--- src/rtl/alu_seq.sv ---
// Multi-cycle ALU: accepts an operand bundle over valid/ready, runs BCD add one
// digit per cycle and shifts one bit per cycle, and holds the result until taken.
module alu_seq #(
    parameter int W  = 16,
    parameter int CW = 4
) (
    input  logic         clk,
    input  logic         rst,
    input  logic         in_valid,
    output logic         in_ready,
    input  logic [4:0]   instr,
    input  logic         upd_psw,
    input  logic [W-1:0] op1,
    input  logic [W-1:0] op2,
    input  logic [15:0]  psw_i,
    output logic         out_valid,
    input  logic         out_ready,
    output logic [W-1:0] result,
    output logic [15:0]  psw_o
);

    typedef enum logic [1:0] {
        IDLE = 2'd0,
        EXEC = 2'd1,
        DONE = 2'd2
    } state_t;

    localparam logic [3:0] OP_ADD  = 4'h0;
    localparam logic [3:0] OP_ADDC = 4'h1;
    localparam logic [3:0] OP_SUB  = 4'h2;
    localparam logic [3:0] OP_SUBC = 4'h3;
    localparam logic [3:0] OP_DADD = 4'h4;
    localparam logic [3:0] OP_CMP  = 4'h5;
    localparam logic [3:0] OP_XOR  = 4'h6;
    localparam logic [3:0] OP_AND  = 4'h7;
    localparam logic [3:0] OP_OR   = 4'h8;
    localparam logic [3:0] OP_SRA  = 4'hC;
    localparam logic [3:0] OP_RRC  = 4'hD;

    localparam logic [CW-1:0] CNT_ONE   = CW'(1);
    localparam logic [CW-1:0] CNT_TWO   = CW'(2);
    localparam logic [CW-1:0] CNT_ZERO  = CW'(0);
    localparam logic [CW-1:0] MAX_SH_W  = CW'(W - 1);
    localparam logic [CW-1:0] MAX_SH_B  = CW'(7);
    localparam logic [CW-1:0] DIGITS_W  = CW'(W / 4);

    state_t          state_r;
    logic [3:0]      op_r;
    logic            byte_r;
    logic            upd_r;
    logic [W-1:0]    op1_r;
    logic [W-1:0]    op2_r;
    logic [15:0]     psw_r;
    logic [W-1:0]    acc_r;
    logic            c_r;
    logic [CW-1:0]   cnt_r;
    logic [CW-1:0]   dig_r;
    logic            shen_r;

    logic [CW-1:0]   n_in_s;
    logic [CW-1:0]   n_clamp_s;
    logic [CW-1:0]   cnt_load_s;

    logic [CW+1:0]   dig_off_s;
    logic [4:0]      dsum_s;
    logic [4:0]      dsum_adj_s;
    logic            dcarry_s;
    logic [3:0]      ddig_s;
    logic [W-1:0]    acc_nxt_s;
    logic            c_nxt_s;

    logic            sub_s;
    logic            cin_s;
    logic [W-1:0]    b_eff_s;
    logic [W:0]      sum_w_s;
    logic [8:0]      sum_b_s;
    logic [W-1:0]    arith_res_s;
    logic            arith_c_s;
    logic            arith_v_s;
    logic [W-1:0]    logic_full_s;
    logic [W-1:0]    logic_res_s;
    logic [W-1:0]    out_res_s;
    logic [W-1:0]    flag_res_s;
    logic            c_f_s;
    logic            v_f_s;
    logic            n_f_s;
    logic            z_f_s;
    logic            upd_c_s;
    logic            upd_v_s;
    logic            pass_s;
    logic [15:0]     psw_upd_s;
    logic [15:0]     psw_fin_s;

    assign in_ready = (state_r == IDLE) && !rst;

    // Shift count clamp and EXEC cycle count for the bundle on the input
    always_comb begin
        n_in_s = op2[CW-1:0];
        if (instr[0] && (n_in_s > MAX_SH_B)) begin
            n_clamp_s = MAX_SH_B;
        end else if (!instr[0] && (n_in_s > MAX_SH_W)) begin
            n_clamp_s = MAX_SH_W;
        end else begin
            n_clamp_s = n_in_s;
        end
        case (instr[4:1])
            OP_DADD:        cnt_load_s = instr[0] ? CNT_TWO : DIGITS_W;
            OP_SRA, OP_RRC: cnt_load_s = (n_clamp_s == CNT_ZERO) ? CNT_ONE : n_clamp_s;
            default:        cnt_load_s = CNT_ONE;
        endcase
    end

    // One iterative step: a BCD digit for DADD, a single bit for SRA/RRC
    always_comb begin
        acc_nxt_s  = acc_r;
        c_nxt_s    = c_r;
        dig_off_s  = {dig_r, 2'b00};
        dsum_s     = {1'b0, acc_r[dig_off_s +: 4]} + {1'b0, op2_r[dig_off_s +: 4]} + {4'd0, c_r};
        dsum_adj_s = dsum_s - 5'd10;
        dcarry_s   = (dsum_s > 5'd9);
        ddig_s     = dcarry_s ? dsum_adj_s[3:0] : dsum_s[3:0];
        case (op_r)
            OP_DADD: begin
                acc_nxt_s[dig_off_s +: 4] = ddig_s;
                c_nxt_s = dcarry_s;
            end
            OP_SRA: begin
                if (!shen_r) begin
                    c_nxt_s = c_r;
                end else if (byte_r) begin
                    acc_nxt_s[7:0] = {acc_r[7], acc_r[7:1]};
                    c_nxt_s = acc_r[0];
                end else begin
                    acc_nxt_s = {acc_r[W-1], acc_r[W-1:1]};
                    c_nxt_s = acc_r[0];
                end
            end
            OP_RRC: begin
                if (!shen_r) begin
                    c_nxt_s = c_r;
                end else if (byte_r) begin
                    acc_nxt_s[7:0] = {c_r, acc_r[7:1]};
                    c_nxt_s = acc_r[0];
                end else begin
                    acc_nxt_s = {c_r, acc_r[W-1:1]};
                    c_nxt_s = acc_r[0];
                end
            end
            default: begin
                c_nxt_s = c_r;
            end
        endcase
    end

    // Single-cycle arithmetic/logic results and the final flag merge
    always_comb begin
        sub_s   = (op_r == OP_SUB) || (op_r == OP_SUBC) || (op_r == OP_CMP);
        b_eff_s = sub_s ? ~op2_r : op2_r;
        case (op_r)
            OP_ADD:          cin_s = 1'b0;
            OP_SUB, OP_CMP:  cin_s = 1'b1;
            default:         cin_s = psw_r[0];
        endcase
        sum_w_s = {1'b0, op1_r} + {1'b0, b_eff_s} + {{W{1'b0}}, cin_s};
        sum_b_s = {1'b0, op1_r[7:0]} + {1'b0, b_eff_s[7:0]} + {8'd0, cin_s};
        if (byte_r) begin
            arith_res_s = {op1_r[W-1:8], sum_b_s[7:0]};
            arith_c_s   = sum_b_s[8];
            arith_v_s   = (op1_r[7] == b_eff_s[7]) && (sum_b_s[7] != op1_r[7]);
        end else begin
            arith_res_s = sum_w_s[W-1:0];
            arith_c_s   = sum_w_s[W];
            arith_v_s   = (op1_r[W-1] == b_eff_s[W-1]) && (sum_w_s[W-1] != op1_r[W-1]);
        end
        case (op_r)
            OP_XOR:  logic_full_s = op1_r ^ op2_r;
            OP_AND:  logic_full_s = op1_r & op2_r;
            default: logic_full_s = op1_r | op2_r;
        endcase
        logic_res_s = byte_r ? {op1_r[W-1:8], logic_full_s[7:0]} : logic_full_s;

        out_res_s  = op1_r;
        flag_res_s = op1_r;
        c_f_s      = psw_r[0];
        v_f_s      = psw_r[4];
        upd_c_s    = 1'b0;
        upd_v_s    = 1'b0;
        pass_s     = 1'b0;
        case (op_r)
            OP_ADD, OP_ADDC, OP_SUB, OP_SUBC: begin
                out_res_s  = arith_res_s;
                flag_res_s = arith_res_s;
                c_f_s      = arith_c_s;
                v_f_s      = arith_v_s;
                upd_c_s    = 1'b1;
                upd_v_s    = 1'b1;
            end
            OP_CMP: begin
                flag_res_s = arith_res_s;
                c_f_s      = arith_c_s;
                v_f_s      = arith_v_s;
                upd_c_s    = 1'b1;
                upd_v_s    = 1'b1;
            end
            OP_XOR, OP_AND, OP_OR: begin
                out_res_s  = logic_res_s;
                flag_res_s = logic_res_s;
            end
            OP_DADD, OP_SRA, OP_RRC: begin
                out_res_s  = acc_nxt_s;
                flag_res_s = acc_nxt_s;
                c_f_s      = c_nxt_s;
                upd_c_s    = 1'b1;
            end
            default: begin
                pass_s = 1'b1;
            end
        endcase

        n_f_s = byte_r ? flag_res_s[7] : flag_res_s[W-1];
        z_f_s = byte_r ? (flag_res_s[7:0] == 8'd0) : (flag_res_s == {W{1'b0}});
        psw_upd_s    = psw_r;
        psw_upd_s[0] = upd_c_s ? c_f_s : psw_r[0];
        psw_upd_s[4] = upd_v_s ? v_f_s : psw_r[4];
        psw_upd_s[2] = n_f_s;
        psw_upd_s[1] = z_f_s;
        psw_fin_s    = (upd_r && !pass_s) ? psw_upd_s : psw_r;
    end

    // Control FSM with operand capture, iteration and held output registers
    always_ff @(posedge clk or posedge rst) begin
        if (rst) begin
            state_r   <= IDLE;
            op_r      <= 4'h0;
            byte_r    <= 1'b0;
            upd_r     <= 1'b0;
            op1_r     <= {W{1'b0}};
            op2_r     <= {W{1'b0}};
            psw_r     <= 16'h0000;
            acc_r     <= {W{1'b0}};
            c_r       <= 1'b0;
            cnt_r     <= CNT_ZERO;
            dig_r     <= CNT_ZERO;
            shen_r    <= 1'b0;
            out_valid <= 1'b0;
            result    <= {W{1'b0}};
            psw_o     <= 16'h0000;
        end else begin
            case (state_r)
                IDLE: begin
                    if (in_valid) begin
                        op_r    <= instr[4:1];
                        byte_r  <= instr[0];
                        upd_r   <= upd_psw;
                        op1_r   <= op1;
                        op2_r   <= op2;
                        psw_r   <= psw_i;
                        acc_r   <= op1;
                        c_r     <= psw_i[0];
                        cnt_r   <= cnt_load_s;
                        dig_r   <= CNT_ZERO;
                        shen_r  <= (n_clamp_s != CNT_ZERO);
                        state_r <= EXEC;
                    end else begin
                        state_r <= IDLE;
                    end
                end
                EXEC: begin
                    acc_r <= acc_nxt_s;
                    c_r   <= c_nxt_s;
                    dig_r <= dig_r + CNT_ONE;
                    cnt_r <= cnt_r - CNT_ONE;
                    if (cnt_r == CNT_ONE) begin
                        result    <= out_res_s;
                        psw_o     <= psw_fin_s;
                        out_valid <= 1'b1;
                        state_r   <= DONE;
                    end else begin
                        state_r <= EXEC;
                    end
                end
                DONE: begin
                    if (out_ready) begin
                        out_valid <= 1'b0;
                        state_r   <= IDLE;
                    end else begin
                        state_r <= DONE;
                    end
                end
                default: begin
                    out_valid <= 1'b0;
                    state_r   <= IDLE;
                end
            endcase
        end
    end

endmodule

--- config.mk ---
export PLATFORM = sky130hd
export DESIGN_NAME = alu_seq
export DESIGN_NICKNAME = d
export VERILOG_FILES = /design/src/rtl/alu_seq.sv
export SDC_FILE = /design/constraint.sdc
export NUM_CORES = 1
export LEC_CHECK = 0
export BUFFER_PORTS_ARGS = -buffer_cell sky130_fd_sc_hd__buf_4
export CAP_MARGIN = 20
export CELL_PAD_IN_SITES_DETAIL_PLACEMENT = 0
export CELL_PAD_IN_SITES_GLOBAL_PLACEMENT = 1
export CORE_MARGIN = 3
export CORE_UTILIZATION = 46
export CTS_BUF_LIST = sky130_fd_sc_hd__clkbuf_4 sky130_fd_sc_hd__clkbuf_8
export DETAILED_ROUTE_END_ITERATION = 8
export PLACE_DENSITY_LB_ADDON = 0.1
export RECOVER_POWER = 25
export SYNTH_ARGS = -nofsm -noshare
export SYNTH_HDL_FRONTEND = slang
export SYNTH_SLANG_ARGS = --single-unit
--- constraint.sdc ---
create_clock -name clk -period 6.8 [get_ports clk]
set_clock_uncertainty 0.2 [all_clocks]
set_input_delay 2.04 -clock clk [delete_from_list [all_inputs] [get_ports clk]]
set_output_delay 2.04 -clock clk [all_outputs]
set_load 0.02 [all_outputs]
# Yosys cells after proc, flatten, opt, wreduce, memory -nomap -nowiden

Index checks and enable logic that the tools add are counted.

$add $sub $neg: 10
Magnitude comparators: 3
Equality and inequality tests: 23
Shift-type cells: 4
Mux-type cells: 49
Bitwise operators: 5
Reduce and logical (&&, ||, !) cells: 30

Operators with widths:

| cell                   | number |
|---|---|
| $pmux 16 s3            | 3 |
| $mux 16                | 5 |
| $pmux 16 s2            | 2 |
| $shiftx 16x7->4        | 2 |
| $mux 4                 | 6 |
| $mux 8                 | 3 |
| $pmux 4 s2             | 3 |
| $eq 4x3->1 const B     | 5 |
| $eq 4x4->1 const B     | 5 |
| $add 16x16->17         | 1 |
| $add 17x1->17          | 1 |
| $and 16x16->16         | 1 |
| $bwmux 16              | 1 |
| $logic_not 16->1       | 1 |
| $not 16->16            | 1 |
| $or 16x16->16          | 1 |
| $shift 4x8->16 const A | 1 |
| $shiftx 4x8->16        | 1 |
| $xor 16x16->16         | 1 |
| $mux 15                | 1 |
| $mux 1                 | 14 |
| $reduce_or 11->1       | 1 |
| $add 8x8->9            | 1 |
| $add 9x1->9            | 1 |
| other kinds (39)       | 62 |

Bits in registers: 115
Input port bits: 58
Output and inout port bits: 34
Logic and storage cells: 139

# Depth between registers and ports, before layout

Gate-level depths: netlist of run 1.

Depth in word-level cells: 12
Gate-level depth with buffers: 18
Mapped depth without buffers: 15

# Least setup slack after synthesis of run 1

No wires, ideal clock.

Path kind: reg2reg
From: register op_r[0]
To: register psw_o[1]
Setup time: 0.092 ns
Data arrival time: 4.949 ns
Data required time: 6.508 ns
Slack: 1.559 ns
Cell stages (with the launch flop): 19
Buffers on the path: 4
Clock period less this slack: 5.241 ns
Cell sequence: dfrtp_1 -> clkbuf_1 -> buf_2 -> buf_2 -> a21oi_1 -> nor2_1 -> clkbuf_1 -> xnor2_1 -> fa_1 -> fa_1 -> a21oi_1 -> o2111ai_1 -> a2111oi_1 -> o31ai_1 -> a21oi_1 -> xnor2_1 -> o41ai_1 -> a41oi_1 -> o31ai_2

Cells in the longest elaborated chain, start to end: 11
Elaborated cells between the ends (all ways): 34
Classes of those cells: 4 x add/sub; 10 x eq/ne; 9 x mux; 11 x reduce/logical

Ends and longest elaborated chain:

| item                                                       | RTL line      | text |
|---|---|---|
| start: declaration                                         | 48            | `logic [3:0] op_r;` |
| start signal: assignment                                   | 252           | `op_r <= instr[4:1];` |
| $eq 4x2->1, on equally long branches                       | 157, 159, 189 |  |
| $logic_or 1x1->1 (2 in a row)                              | 157           | `sub_s = (op_r == OP_SUB) \|\| (op_r == OP_SUBC) \|\| (op_r == OP_CMP);` |
| $mux 16                                                    | 158           | `b_eff_s = sub_s ? ~op2_r : op2_r;` |
| $add 16x16->17 / $add 8x8->9 (equally long branches)       | 164, 165      |  |
| $add 17x1->17 / $add 9x1->9 (equally long branches)        | 164, 165      |  |
| $mux 16                                                    | 166           | `if (byte_r) begin` |
| $pmux 16 s3                                                | 189           | `case (op_r)` |
| $logic_not 16->1 / $logic_not 8->1 (equally long branches) | 221           | `z_f_s = byte_r ? (flag_res_s[7:0] == 8'd0) : (flag_res_s == {W{1'b0}});` |
| $mux 1                                                     | 221           |  |
| $mux 5 *                                                   | 227           | `psw_fin_s = (upd_r && !pass_s) ? psw_upd_s : psw_r;` |
| end signal: assignment                                     | 275           | `psw_o <= psw_fin_s;` |
| end: declaration                                           | 19            | `output logic [15:0] psw_o` |

Mark *: on every way between the ends. The rest lies on a longest branch, timed or not.
A chain may end at the register's enable or synchronous reset.

# Final worst setup path of run 1

From: register dig_r[0]
To: register psw_o[1]

Cells in the longest elaborated chain, start to end: 12
Elaborated cells between the ends (all ways): 17
Classes of those cells: 4 x add/sub; 1 x order compare; 4 x shift; 6 x mux; 2 x reduce/logical

Ends and longest elaborated chain:

| item                                                       | RTL line | text |
|---|---|---|
| start: declaration                                         | 57       | `logic [CW-1:0] dig_r;` |
| start signal: assignment                                   | 271      | `dig_r <= dig_r + CNT_ONE;` |
| $shiftx 16x7->4                                            | 118      | `dsum_s = {1'b0, acc_r[dig_off_s +: 4]} + {1'b0, op2_r[dig_off_s +: 4]} + {4'd0, c_r};` |
| $add 4x4->5                                                | 118      |  |
| $add 5x1->5                                                | 118      |  |
| $sub 4x4->4 / $gt 5x4->1 (equally long branches)           | 119, 120 |  |
| $mux 4                                                     | 121      | `ddig_s = dcarry_s ? dsum_adj_s[3:0] : dsum_s[3:0];` |
| $shiftx 4x8->16                                            | 124      | `acc_nxt_s[dig_off_s +: 4] = ddig_s;` |
| $bwmux 16 *                                                | 124      |  |
| $pmux 16 s3 *                                              | 122      | `case (op_r)` |
| $pmux 16 s3 *                                              | 189      |  |
| $logic_not 16->1 / $logic_not 8->1 (equally long branches) | 221      |  |
| $mux 1 *                                                   | 221      |  |
| $mux 5 *                                                   | 227      |  |

Marks and branches as above.

==> flow_summary.yaml, run 1 <==
floorplan:
  die_h_microns: 139
  fp-row-count: 48
  die-width_microns: 139
  fp.dieArea_sq_mm: 0.0194
  io_pins: 92
  core_sq_mm: 0.0174
  start_util_pct: 47.1
clock_network:
  cts_resized: 0
  cts_sinks: 115
  cts_setup_buffers: 0
  cts_tree: "built"
  cts_max_level: 4
  cts_hold_buf: 0
  clkLatencyLatePin_ps: 450
  clock_path_buffers: 2
  cts-root-buf: "clkbuf_8"
  cts_inserted_buffers: 17
  clk_pin_slew_ps: 80
finish:
  n_fill_cell: 1671
  drive_above_1_share_pct: 16.3
  fin_cells: 1260
  regArea_sq_mm: 0.00288
  syn_to_final_growth_pct: 15.8
  n_antenna_cell: 0
  nets: 1140
  multiInputGateArea_sq_mm: 0.00489
logic_synthesis:
  synthCells: 949
  netlist.area_leader.share_pct: 35.2
  synth_compound_area_share_pct: 21.3
  synth_fa_ha_area_share_pct: 9.55
  ys_types: 73
  synth_xor_area_share_pct: 3.75
  synth_top_family_by_area: "compound AO/OA/AOI/OAI gates"
  seq_area_frac_synth_pct: 35.2
  synthArstFlopShare_pct: 100
  muxShareOfSynthArea_pct: 7.55
  yosysMostFrequentCell: "nand2_1"
  yosys.area.top_type: "dfrtp_1"
  avgSynthCellArea_sq_um: 8.61
  synthSimpleGateAreaFrac_pct: 17.7
  yosys-top-cells-count: "190 x nand2_1, 115 x dfrtp_1, 70 x o21ai_0"
  synth_ff_type: "dfrtp_1"
  synth_seq_cells: 115
  mappedNetlistArea_sq_mm: 0.00817
  ys_warn_count: 0
  synth-edff-count: 0
  netlist_top_cells_area: "dfrtp_1 35%, nand2_1 8.7%, ha_1 8.6%"
  syn-num-nets: 1067
detailed_routing:
  drt-initial-drc-count: 682
  avgViaCountPerCell: 5.86
  antenna_left: 0
  drc: 0
  routed_wirelength_microns: 26000
  num_vias: 7385
  wl_per_cell_microns: 20.6
  drtPass1Iterations: 5
setup_path:
  rr_worst_depth: 15
  required_ps: 6930
  crit_path_max_incr_delay_ps: 700
  cp_max_fo: 15
  path_cells: "mux4_2 > nor2b_1 > fa_1 > fa_1 > xnor2_1 > ha_1 > a21boi_1 > nor2_1 > a21o_1 > a311oi_1 > mux2i_1 > o22ai_1 > nor4b_1 > a41oi_1 > o31ai_2"
  end_kind: "register"
  crit_top_cell: "fa_1"
  start_kind: "register"
  r2r_start: "dig_r[0]"
  cpMaxStageDelayCell: "dfrtp_1"
  criticalPathCategory: "reg -> reg"
  r2r_slack_ps: 1250
  r2r_end: "psw_o[1]"
  cp.arrival_ps: 5670
timing:
  setup_tns_ps: 0
  hold_slack_ps: 267
  period_share_pct: 81.6
  worst_slew_pin_slew_ps: 2570
  hold_viol_final: 0
  slew_violations: 123
  setup_violations: 0
  rsz0062_at_grt: "false"
  min_period_ps: 5550
  fmax_mhz: 180
  slew_headroom_pct: -71.1
run_status:
  status: "finished, violations left"
  violations: "capacitance limit, slew limit"
run:
  maxCapViolations: 3
global_route:
  antenna_found_initial: 1
  use_met3_pct: 6.39
  gr-usage-all-layers_pct: 27.0
  met1_usage_pct: 40.8
  grt_max_degree: 71
  grt_overflow: 0
  top_usage_layer: "met1"
  use_met2_pct: 39.1
  grt_pass1_wl_microns: 41100
  grt_pass1_vias: 7142
placed_design:
  placed_cells: 1228
  io_buffers: 91
  place_congestion: 0.893
  hpwl_microns: 19100
hold_path:
  hold_depth: 2
  worstHoldStart: "psw_r[1]"
  worst_hold_path.endpoint: "psw_r[1]"
  hp-class: "reg -> reg"
-- metal layers --
metal / vias up / part of all wire [%]
met5: - / 0.069
met4: 2 / 1.8
met3: 36 / 8.0
met2: 240 / 43
met1: 3593 / 47
li1: 3514 / -
-- worst max path at each step --
stage	from	end	slack [ps]	cells after the start
3_3_place_gp	dig_r[0]	psw_o[1]	1430	15
6_report	dig_r[0]	psw_o[1]	1250	15
4_1_cts	dig_r[0]	psw_o[1]	1260	15
3_5_place_dp	dig_r[0]	psw_o[1]	1270	15
5_1_grt	dig_r[0]	psw_o[1]	860	15
2_1_floorplan	rst	acc_r[0]	1520	1
-- layout make-up --
class,count,area share [%]
Tap cell,225,2.97
Clock buffer,17,2.47
Clock inverter,15,2.10
Inverter,55,2.19
Timing Repair Buffer,105,8.18
Multi-Input combinational cell,728,51.7
Sequential cell,115,30.4
-- cells in the final DEF (no fill, tap or decap), drive strengths merged, types with 4 or more instances in the layout --
| master | synthesis | routed |
|---|---|---|
| o22a | 5 | 5 |
| ha | 56 | 56 |
| clkinv | 0 | 6 |
| a2111oi | 7 | 7 |
| nand2b | 8 | 8 |
| or3 | 8 | 8 |
| xnor2 | 29 | 29 |
| mux2i | 30 | 30 |
| nor2 | 42 | 42 |
| and2 | 4 | 4 |
| o31ai | 6 | 6 |
| o21ai | 76 | 76 |
| nand3 | 13 | 13 |
| clkbuf | 36 | 22 |
| buf | 15 | 100 |
| inv | 55 | 59 |
| a211oi | 13 | 13 |
| o21a | 7 | 7 |
| o211ai | 17 | 17 |
| xor2 | 6 | 6 |
| a31oi | 7 | 7 |
| nor3 | 13 | 13 |
| a21o | 12 | 12 |
| a21oi | 53 | 53 |
| mux2 | 11 | 11 |
| a22oi | 10 | 10 |
| mux4 | 8 | 8 |
| nor2b | 21 | 21 |
| nand3b | 5 | 5 |
| a222oi | 5 | 5 |
| dfrtp | 115 | 115 |
| or2 | 4 | 4 |
| o22ai | 6 | 6 |
| a221oi | 10 | 10 |
| fa | 4 | 4 |
| nand2 | 190 | 190 |
-- logic make-up after synthesis --
kind of cell | count (synthesis)
DFF | 115
and+or+nand+nor | 323
AOI/OAI and AO/OA | 261
muxes | 49
buffers and inverters | 106
xor gates and xnor gates | 35
adders and majority gates | 60
-- stage by stage --
step	utilization, %	cell area, sq um	worst slack, ps
floorplan	-	8170	1520
global placement	52.1	9040	1430
detailed placement	52.1	9050	1270
CTS	54.6	9480	1260
global route	54.5	9470	858
finish	54.5	9470	1250
-- worst max-delay path: cells and delay by family (launching register included) --
family                   cells  cell delay, ps
AO/OA/AOI/OAI                6            1890
adder cells (fa/ha/maj)      3            1150
multiplexers                 2             710
flip-flops                   1             700
XOR/XNOR                     1             410
AND/OR/NAND/NOR              3             370
-- state kept, by name, summed over array words and instances (netlist names) --
signal and count:
acc_r 16, byte_r 1, c_r 1, cnt_r 4
dig_r 4, op1_r 16, op2_r 16, op_r 4
out_valid 1, psw_o 16, psw_r 16, result 16
shen_r 1, state_r 2, upd_r 1
Power of run 1 is not shown: default switching activity piles up to over one toggle a cycle in this logic, so the estimate is an artifact.
==> run 2, diff against run 1 <==
Clock period 6.8 ns to 5.8 ns, I/O delays scaled along.
==> run 2 against run 1 <==
Effect of this change:
- the flow still finishes with violations (capacitance limit, slew limit)
- via count grew 0.56%
- register-to-register slack lost 840 ps
- hold slack gained 1.7 ps
- critical path depth is the same
- utilization shrank 0.43 points
- worst setup slack lost 840 ps
- die area is the same
- final cell count shrank 0.24%
==> flow_summary.yaml, run 2 (synthesis results as in run 1) <==
timing:
  slew_violations: 156
  setup_tns_ps: 0
  period_share_pct: 92.8
  rsz0062_at_grt: "false"
  fmax_mhz: 186
  min_period_ps: 5380
  fin_ws_ps: 416
  setup_violations: 0
  worst_slew_pin_slew_ps: 3290
  slew_headroom_pct: -121
  hold_viol_final: 0
detailed_routing:
  drtPass1Iterations: 6
  wl_per_cell_microns: 20.7
  num_vias: 7426
  drc: 0
  antenna_left: 0
  routed_wirelength_microns: 26000
  avgViaCountPerCell: 5.91
  drt-initial-drc-count: 646
finish:
  final_common_cell: "nand2_1"
  syn_to_final_growth_pct: 14.9
  n_fill_cell: 1608
  nets: 1137
  drive_above_1_share_pct: 16.3
  regArea_sq_mm: 0.00288
  multiInputGateArea_sq_mm: 0.00490
  fin_cells: 1257
  layout_common_cells: "190 x nand2_1, 114 x dfrtp_1, 97 x buf_4"
  n_antenna_cell: 0
clock_network:
  cts-root-buf: "clkbuf_8"
  cts_tree: "built"
  cts_inserted_buffers: 17
  cts_max_level: 4
  clkLatencyLatePin_ps: 460
  clk_pin_slew_ps: 80
  clock_path_buffers: 2
  cts_hold_buf: 0
  cts_sinks: 115
global_route:
  grt_overflow: 0
  grt_pass1_wl_microns: 41500
  use_met2_pct: 39.2
  grt_pass1_vias: 7056
  antenna_found_initial: 0
  grt_max_degree: 69
  met1_usage_pct: 41.3
  use_met3_pct: 6.74
  top_usage_layer: "met1"
  gr-usage-all-layers_pct: 27.3
run:
  maxCapViolations: 3
floorplan:
  start_util_pct: 47.1
  fp-row-count: 48
  die_h_microns: 139
  fp.dieArea_sq_mm: 0.0194
  die-width_microns: 139
  core_sq_mm: 0.0174
  io_pins: 92
setup_path:
  criticalPathCategory: "reg -> reg"
  end_kind: "register"
  start_kind: "register"
  required_ps: 5920
  cp.arrival_ps: 5510
  crit_top_cell: "fa_1"
  path_cells: "mux4_2 > nor2b_1 > fa_1 > fa_1 > xnor2_1 > ha_1 > a21boi_1 > nor2_1 > a21o_1 > a311oi_1 > mux2i_1 > o22ai_1 > nor4b_1 > a41oi_1 > o31ai_2"
  cp_max_fo: 14
  cpMaxStageDelayCell: "dfrtp_1"
  crit_path_max_incr_delay_ps: 760
placed_design:
  hpwl_microns: 19100
  place_congestion: 0.915
  io_buffers: 91
  placed_cells: 1225
  pre_cts_slack_ps: 346
run_status:
  violations: "capacitance limit, slew limit"
  status: "finished, violations left"
hold_path:
  hp-class: "reg -> reg"
## run 2: cell count changes in the layout (fill, tap and decap cells not counted), sizes merged
cell / previous run / this run
clkinvlp: 2 / 3
inv: 59 / 60
bufinv: 3 / 0
clkinv: 6 / 7
buf: 100 / 98
clkbuf: 22 / 21
## run 2: stage by stage
| stage | instance area [sq um] | util (%) | hold slack (ps) |
|---|---|---|---|
| after floorplan | 8170 | - | 237 |
| after global placement | 9050 | 52.1 | 249 |
| after detailed placement | 9050 | 52.1 | 254 |
| after CTS | 9410 | 54.2 | 270 |
| after global routing | 9390 | 54.1 | 307 |
| final | 9390 | 54.1 | 269 |
## run 2: metal layers
| layer | vias up | wire [microns] |
|---|---|---|
| met2 | 311 | 11200 |
| li1 | 3508 | - |
| met3 | 27 | 2270 |
| met1 | 3580 | 12200 |
| met4 | 0 | 384 |
| met5 | - | 0 |
## run 2: cell type report
cell class	count	share of cell area (%)
multi-input combinational	728	52.1
timing repair buffer	102	8.17
sequential	115	30.7
tap	225	3.00
clock inverter	15	1.35
clock buffer	17	2.49
inverter	55	2.21
## run 2: path summary, 6_finish.rpt
| kind | startpoint | end | slack [ps] | cells after the start |
|---|---|---|---|---|
| setup / recovery | dig_r[1] | psw_o[1] | 420 | 15 |
| hold / removal | psw_r[12] | psw_o[12] | 270 | 2 |
| setup reg to reg | dig_r[1] | psw_o[1] | 420 | 15 |
| hold reg to reg | psw_r[12] | psw_o[12] | 270 | 2 |
| max in group asynchronous | rst | dig_r[0] | 1730 | 2 |
| min in group asynchronous | rst | state_r[1] | 2030 | 2 |
## run 2: what timing repair did
| action | in CTS | in global routing |
|---|---|---|
| gates resized for setup | 0 | 1 |
| setup endpoints to repair | 0 | 1 |
| buffers inserted | 0 | 0 |
## run 2: worst max-delay path, delay by kind of cell, from the launching register on
kind                     cells  cell delay (ps)
multiplexers                 2              570
AND/OR/NAND/NOR              3              350
XOR/XNOR                     1              420
AO/OA/AOI/OAI                6             1810
flip-flops                   1              760
adder cells (fa/ha/maj)      3             1140
Power of run 2 is left out for the same reason.
